==> src/rtl/prog_loader_pkg.sv <==
// Shared types and constants for the program loader and its users.
// Holds the loader state enum, opcodes and instruction field widths.
package prog_loader_pkg;

  typedef enum logic [2:0] {
    S_IDLE,
    S_COUNT,
    S_HI,
    S_LO,
    S_WRITE,
    S_CHECK,
    S_DONE,
    S_ERR
  } state_t;

  localparam logic [3:0] OP_ADD  = 4'b0001;
  localparam logic [3:0] OP_SUB  = 4'b0010;
  localparam logic [3:0] OP_LOAD = 4'b0011;

  localparam int OPC_W   = 4;
  localparam int RD_W    = 2;
  localparam int RS_W    = 2;
  localparam int IMM_W   = 8;
  localparam int INSTR_W = OPC_W + RD_W + RS_W + IMM_W;

  function automatic logic [INSTR_W-1:0] pack_word(
    input logic [7:0] hi,
    input logic [7:0] lo
  );
    return {hi, lo};
  endfunction

endpackage

==> src/rtl/prog_loader_if.sv <==
// Byte stream valid/ready channel feeding the program loader.
// master drives in_data/in_valid; slave returns in_ready.
interface prog_loader_if;
  logic [7:0] in_data;
  logic       in_valid;
  logic       in_ready;

  modport master (
    output in_data,
    output in_valid,
    input  in_ready
  );

  modport slave (
    input  in_data,
    input  in_valid,
    output in_ready
  );
endinterface

==> src/rtl/prog_loader.sv <==
// Framed byte-stream loader writing 16-bit words into instruction memory.
// Ports: clk, reset (async high), start, strm (byte channel), imem_* write
// bus, cpu_hold/done/error status and words_loaded count.
module prog_loader
  import prog_loader_pkg::*;
#(
  parameter int ADDR_W    = 8,
  parameter int BASE_ADDR = 0
) (
  input  logic              clk,
  input  logic              reset,
  input  logic              start,
  prog_loader_if.slave      strm,
  output logic              imem_we,
  output logic [ADDR_W-1:0] imem_addr,
  output logic [15:0]       imem_wdata,
  output logic              cpu_hold,
  output logic              done,
  output logic              error,
  output logic [7:0]        words_loaded
);

  localparam logic [ADDR_W-1:0] LP_BASE = ADDR_W'(BASE_ADDR);

  state_t            r_state;
  state_t            w_next;
  logic [7:0]        r_n;
  logic [7:0]        r_idx;
  logic [7:0]        r_hi;
  logic [7:0]        r_csum;
  logic [7:0]        r_words;
  logic [ADDR_W-1:0] r_addr;
  logic [15:0]       r_wdata;
  logic              w_ready;
  logic              w_xfer;
  logic [7:0]        w_byte;

  assign w_byte  = strm.in_data;
  assign w_ready = (r_state == S_COUNT) || (r_state == S_HI) ||
                   (r_state == S_LO)    || (r_state == S_CHECK);
  assign w_xfer  = strm.in_valid && w_ready;

  assign strm.in_ready = w_ready;
  assign imem_we       = (r_state == S_WRITE);
  assign imem_addr     = r_addr;
  assign imem_wdata    = r_wdata;
  assign cpu_hold      = (r_state != S_DONE);
  assign done          = (r_state == S_DONE);
  assign error         = (r_state == S_ERR);
  assign words_loaded  = r_words;

  always_ff @(posedge clk or posedge reset) begin
    if (reset) r_state <= S_IDLE;
    else       r_state <= w_next;
  end

  always_comb begin
    w_next = r_state;
    unique case (r_state)
      S_IDLE, S_DONE, S_ERR: begin
        if (start) w_next = S_COUNT;
      end
      S_COUNT: begin
        if (w_xfer) w_next = (w_byte == 8'd0) ? S_CHECK : S_HI;
      end
      S_HI: begin
        if (w_xfer) w_next = S_LO;
      end
      S_LO: begin
        if (w_xfer) w_next = S_WRITE;
      end
      S_WRITE: begin
        // idx still holds the index of the word being written here
        w_next = (r_idx == r_n - 8'd1) ? S_CHECK : S_HI;
      end
      S_CHECK: begin
        if (w_xfer) w_next = (w_byte == r_csum) ? S_DONE : S_ERR;
      end
      default: w_next = S_IDLE;
    endcase
  end

  always_ff @(posedge clk or posedge reset) begin
    if (reset) begin
      r_n     <= '0;
      r_idx   <= '0;
      r_hi    <= '0;
      r_csum  <= '0;
      r_words <= '0;
      r_addr  <= '0;
      r_wdata <= '0;
    end else begin
      unique case (r_state)
        S_IDLE, S_DONE, S_ERR: begin
          if (start) begin
            r_words <= '0;
            r_csum  <= '0;
          end
        end
        S_COUNT: begin
          if (w_xfer) begin
            r_n    <= w_byte;
            r_csum <= w_byte;
            r_idx  <= '0;
          end
        end
        S_HI: begin
          if (w_xfer) begin
            r_hi   <= w_byte;
            r_csum <= r_csum ^ w_byte;
          end
        end
        S_LO: begin
          if (w_xfer) begin
            r_csum  <= r_csum ^ w_byte;
            r_wdata <= pack_word(r_hi, w_byte);
            // wraps naturally modulo 2^ADDR_W
            r_addr  <= LP_BASE + ADDR_W'(r_idx);
          end
        end
        S_WRITE: begin
          r_idx   <= r_idx + 8'd1;
          r_words <= r_words + 8'd1;
        end
        default: ;
      endcase
    end
  end

endmodule

==> src/flat_wrapper.sv <==
// flat-port wrapper written by rule: the top's interface ports become plain ports
module prog_loader_flat import prog_loader_pkg::*;
#(
  parameter int ADDR_W    = 8,
  parameter int BASE_ADDR = 0
)
  (clk, reset, start, imem_we, imem_addr, imem_wdata, cpu_hold, done, error, words_loaded, strm_in_data, strm_in_valid, strm_in_ready);
  prog_loader_if strm_i ();
  input  logic clk;
  input  logic reset;
  input  logic start;
  output logic imem_we;
  output logic [ADDR_W-1:0] imem_addr;
  output logic [15:0] imem_wdata;
  output logic cpu_hold;
  output logic done;
  output logic error;
  output logic [7:0] words_loaded;
  input wire logic [$bits(strm_i.in_data)-1:0] strm_in_data;
  input wire logic [$bits(strm_i.in_valid)-1:0] strm_in_valid;
  output wire logic [$bits(strm_i.in_ready)-1:0] strm_in_ready;
  assign strm_i.in_data = strm_in_data;
  assign strm_i.in_valid = strm_in_valid;
  assign strm_in_ready = strm_i.in_ready;
  prog_loader #(.ADDR_W(ADDR_W), .BASE_ADDR(BASE_ADDR)) u_core (.clk(clk), .reset(reset), .start(start), .strm(strm_i), .imem_we(imem_we), .imem_addr(imem_addr), .imem_wdata(imem_wdata), .cpu_hold(cpu_hold), .done(done), .error(error), .words_loaded(words_loaded));
endmodule
==> config.mk <==
export PLATFORM = sky130hd
export DESIGN_NAME = prog_loader_flat
export DESIGN_NICKNAME = d
export VERILOG_FILES = /design/src/rtl/prog_loader_pkg.sv /design/src/rtl/prog_loader_if.sv /design/src/rtl/prog_loader.sv /design/src/flat_wrapper.sv
export SDC_FILE = /design/constraint.sdc
export NUM_CORES = 1
export LEC_CHECK = 0
export CORE_MARGIN = 2
export CORE_UTILIZATION = 38
export CTS_BUF_LIST = sky130_fd_sc_hd__clkbuf_16
export DETAILED_ROUTE_END_ITERATION = 10
export GPL_TIMING_DRIVEN = 0
export PLACE_DENSITY = 0.62
export SKIP_CTS_REPAIR_TIMING = 1
export SLEW_MARGIN = 10
export SYNTH_ARGS = -nofsm -noshare
export SYNTH_HDL_FRONTEND = slang
export SYNTH_SLANG_ARGS = --single-unit
==> constraint.sdc <==
create_clock -name clk -period 2.8 [get_ports clk]
set_clock_uncertainty 0.1 [all_clocks]
set_input_delay 0.28 -clock clk [delete_from_list [all_inputs] [get_ports clk]]
set_output_delay 0.28 -clock clk [all_outputs]
set_load 0.02 [all_outputs]
==> results of run 1 <==
-- logic make-up after synthesis --
family                   synth area share, %
buffers and inverters                   3.83
AO/OA/AOI/OAI                           13.3
flip-flops                              49.9
adder cells (fa/ha/maj)                 1.12
XOR/XNOR                                2.87
AND/OR/NAND/NOR                         17.0
multiplexers                            12.0
-- report_power, final --
group / switching [mW] / internal, mW / total [mW]
logic: 1.12 / 0.922 / 2.04
clock network: 0.404 / 0.769 / 1.17
registers: 0.267 / 1.35 / 1.61
total: 1.79 / 3.04 / 4.83
-- sequential cells by signal, summed over array words and instances (netlist names) --
| name | flops |
|---|---|
| u_core.r_idx | 8 |
| u_core.imem_wdata | 16 |
| u_core.imem_addr | 8 |
| u_core.r_csum | 8 |
| u_core.words_loaded | 8 |
| u_core.r_hi | 8 |
| u_core.r_state | 3 |
| u_core.r_n | 8 |
-- layout make-up --
class                           instances  area (um^2)
Timing Repair Buffer                   49          508
Clock inverter                          7         85.1
Sequential cell                        67         1680
Clock buffer                            9          225
Buffer                                 17         73.8
Multi-Input combinational cell        238         1560
Inverter                               14         55.1
Fill cell                             808         4320
Tap cell                              108          135
-- placed cells by master (no fill, tap or decap), drive strengths merged, types with 9 or more instances in the layout --
cell type,synthesis,routed
dfrtp,67,67
clkdlybuf4s50,0,48
o21ai,40,40
nand3,9,9
mux2,33,33
nor2,20,20
inv,14,16
nand2,45,45
clkbuf,15,23
-- worst max-delay path, cell delays in order (launching register included) --
cell             delay, ns
dfrtp_1               0.32
clkbuf_1              0.37
clkbuf_1              0.46
and3_1                0.24
clkdlybuf4s50_1       0.60
-- worst paths after layout --
kind	start	end	slack, ns	cells after the start
min	reset	u_core.imem_addr[6]	0.17	2
min in group clk	u_core.r_hi[0]	u_core.imem_wdata[8]	0.38	1
min reg2reg	u_core.r_hi[0]	u_core.imem_wdata[8]	0.38	1
max	u_core.r_state[2]	error	0.11	4
max reg2reg	u_core.r_state[2]	u_core.imem_wdata[0]	0.40	7
max in group asynchronous	reset	u_core.r_csum[5]	1.91	3
-- layer usage --
layer / GRT usage [%] / up-vias
met2: 27.9 / 57
met1: 21.5 / 1355
li1: - / 1328
met5: 0 / -
met3: 4.51 / 12
met4: 6.73 / 0
-- stage by stage --
step	instances	util (%)	instance area, um^2	power (mW)
2_1_floorplan	337	-	3360	2.93
3_3_place_gp	493	46.0	3980	3.63
3_5_place_dp	494	46.4	4010	3.68
4_1_cts	510	50.0	4320	4.88
5_1_grt	509	50.0	4320	5.19
6_report	509	50.0	4320	4.83
==> metrics, run 1 <==
Worst Path Max Fanout=10; met3 WL=351 um; Core Area=8640 um^2; first-pass GRT wire length=13.1 mm; crit end category=output pin; Clock Pin Slew Worst Setup and Hold Paths=0.05 ns; Final Worst Setup Slack=0.107 ns; Slew headroom=26.7%; Slew Limit Fails=0; fin crit period=2.69 ns; CTS tree=done; initial core utilization=38.9%; Post-DRT Antenna Nets=0; Avg Cell Area, Syn=9.97 um^2; synth unique cells=53; row count=34; gpl congestion=0.868; Worst Setup Slack post-DPL=0.0449 ns; Setup crit start kind=flop; Clock Tree Buf Depth=2; initial drt markers=155; initial antenna violation count=0; Worst Path Arrival=2.31 ns; gr usage total=17.0%; dpl hpwl=5.44 mm; final period utilization=96.2%; Yosys Warn Count=0; Via Count=2752; final setup fails=0; P per Cell Area=1120 nW/um^2; clk sinks=67; # IOs=49; H-tree depth=3; vias in the first global route=2701; Crit Path Class=flop to output pin; worst hold-check path type=input port to async pin; dominant cell type by area after synthesis=dfrtp_1; Post-synth EDFFs=0; drt first pass iters=4; total grt overflow=0; worst-margin pin slew=1.09 ns; DR top layer=met4; max-cap viol count=0; status=finished clean; Die Wd=98.0 um; Worst Path Required=2.42 ns; cell leakage power=1.88 nW; top post-synthesis cells by count=67 x dfrtp_1, 45 x nand2_1, 36 x o21ai_1, 28 x mux2_1, 19 x nor2_1; Max VDD drop=0.684 mV; post-synthesis register bit count=67; # port buffers=48; die area=9610 um^2; met1 wire length=3.43 mm; vias per cell=5.41; Async SR Flop Fraction=100%; diodes inserted=0; count leader, synth=dfrtp_1; CTS root buffer=clkbuf_16; average wire per standard cell=15.0 um; largest net degree at the start of global routing=46; fmax=0.371 GHz; Num CTS Buffers=9; Layout area overhead=28.5%; syn nets=352; # nets final=411; Synth area leaders=dfrtp_1 50%, mux2_1 9.4%, o21ai_1 5.4%, nand2_1 5.0%, nor2_1 2.1%; met2 wire len=3.70 mm; Cells after Synth=337; sequential fraction of the synthesis area=49.9%; final hold violations=0; Clock Latency Late Sink=0.33 ns; ys flop type=dfrtp_1; DRC errors left=0; RSZ-0062 raised after global routing=yes; area share of the largest cell type after synthesis=49.9%; layout cells sized above 1=8.48%; setup TNS=0 ns; Worst Hold Slack=0.173 ns; Cell Area, Synth=3360 um^2; total wire length=7.62 mm; die height=98.0 um
No activity file was read; power rests on OpenSTA's default activity.
==> inputs of run 2 (changes only) <==
Settings changed: GPL_ROUTABILITY_DRIVEN set to 0, SETUP_SLACK_MARGIN set to 0.15.
==> run 2 against run 1 <==
  * Combinational power about the same
  * Via count is 0.29% lower
  * Non-clock buffer count increased by 1
  * Cell count rose by 0.20%
  * Clock power about the same
  * Flip-flop and latch count did not move
  * Sequential share of layout area down 0.079 points
  * Critical endpoint unchanged
  * Largest cell class unchanged
==> metrics, run 2 (synthesized netlist as in run 1, its figures left out) <==
status=finished clean; die height=98.0 um; Clock Tree Buf Depth=2; RSZ-0062 raised after global routing=yes; CTS tree=done; gr usage total=17.0%; Crit path max-delay family=buffers and inverters; die area=9610 um^2; worst r2r src=u_core.r_state[2]; Worst Path Required=2.42 ns; Worst Path Arrival=2.31 ns; first-pass GRT wire length=13.1 mm; # nets final=412; crit end category=output pin; register area=1680 um^2; H-tree depth=3; total power=4.84 mW; final period utilization=96.0%; worst setup path start=u_core.r_state[2]; # port buffers=48; worst hold-check path type=input port to async pin; Setup crit start kind=flop; drt first pass iters=4; fmax=0.372 GHz; average wire per standard cell=14.9 um; Critical Path Slowest Stage Cell=clkdlybuf4s50_1; critical path's largest stage delay=0.60 ns; final setup fails=0; Max VDD drop=0.685 mV; most common cell after layout, fill and taps aside=dfrtp_1; clk sinks=67; total grt overflow=0; Crit Path Class=flop to output pin; Num CTS Buffers=9; fin crit period=2.69 ns; initial antenna violation count=0; critical-path cell list=clkbuf_1 -> clkbuf_1 -> and3_1 -> clkdlybuf4s50_1; initial core utilization=38.9%; max-cap viol count=0; fin area=4330 um^2; CTS root buffer=clkbuf_16; area of the multi-input gates=1560 um^2; worst-margin pin slew=1.10 ns; total wire length=7.61 mm; Core Area=8640 um^2; cell leakage power=1.91 nW; reg2reg path depth=7; max FFs per register=16; Slew headroom=26.2%; Worst Path Max Fanout=10; WP buf/inv=3; dpl hpwl=5.44 mm; number of fill cells=805; DRC errors left=0; setup slack, reg-to-reg=0.40 ns; Die Wd=98.0 um; layout cells sized above 1=8.96%; CP most frequent cell=clkbuf_1; diodes inserted=0; Layout area overhead=28.8%; Post-DRT Antenna Nets=0; dpl cell area=4010 um^2; endpoint of the worst-slack reg-to-reg timing path=u_core.imem_wdata[0]; Slew Limit Fails=0; setup TNS=0 ns; vias per cell=5.38; Clock Latency Late Sink=0.33 ns; most frequent cells in the layout=67 x dfrtp_1, 47 x clkdlybuf4s50_1, 45 x nand2_1, 36 x o21ai_1, 28 x mux2_1; Clock Pin Slew Worst Setup and Hold Paths=0.06 ns; # IOs=49; row count=34; Via Count=2744; largest net degree at the start of global routing=46; initial drt markers=139; vias in the first global route=2701; final hold violations=0; P per Cell Area=1120 nW/um^2
-- run 2: changes by cell type in the layout (fill, tap and decap cells not counted), sizes merged --
| cell | previous run | this run |
|---|---|---|
| clkbuf | 23 | 24 |
| clkdlybuf4s50 | 48 | 47 |
| dlymetal6s2s | 0 | 1 |
-- run 2: worst max path at each step --
stage | endpoint | slack, ns | cells past startpoint
6_report | error | 0.11 | 4
5_1_grt | error | -0.05 | 4
4_1_cts | imem_we | -0.01 | 6
3_5_place_dp | u_core.r_csum[1] | 0.04 | 6
3_3_place_gp | u_core.imem_wdata[7] | -0.45 | 2
2_1_floorplan | u_core.imem_addr[0] | 0.74 | 1
-- run 2: metrics by stage --
stage	std cells	hold slack, ns	setup WS, ns	utilization [%]
after floorplan	337	0.285	0.737	-
after global placement	493	0.361	-0.446	46.0
after detailed placement	494	0.365	0.0449	46.4
after CTS	510	0.177	-0.0116	50.0
after global routing	510	0.211	-0.0467	50.1
final	510	0.171	0.111	50.1
-- run 2: metal layers --
metal  wire length (um)  vias to the layer above  global-route usage (%)
li1                   -                     1328                       -
met2               3620                       71                    27.9
met5                  0                        -                       0
met1               3440                     1330                    21.5
met3                382                       15                    4.51
met4                162                        0                    6.73
-- run 2: layout make-up --
| type | instances | share of cell area, % |
|---|---|---|
| sequential | 67 | 38.7 |
| multi-input combinational | 238 | 36.1 |
| timing repair buffer | 49 | 11.8 |
| clock buffer | 9 | 5.20 |
| tap | 108 | 3.12 |
| clock inverter | 7 | 1.97 |
| buffer | 18 | 1.85 |
| inverter | 14 | 1.27 |
-- run 2: where the power goes --
group,switching [mW],leakage (nW),internal (mW)
combinational,1.12,0.893,0.925
sequential,0.267,0.856,1.35
clock,0.404,0.158,0.769
total,1.80,1.91,3.04
-- run 2: worst register-to-register path, stage by stage, from the launching register on --
cell	delay (ns)
dfrtp_1	0.32
clkbuf_1	0.36
inv_2	0.15
nand4_1	0.12
clkbuf_1	0.57
clkbuf_1	0.48
nand2_1	0.12
o21ai_1	0.10
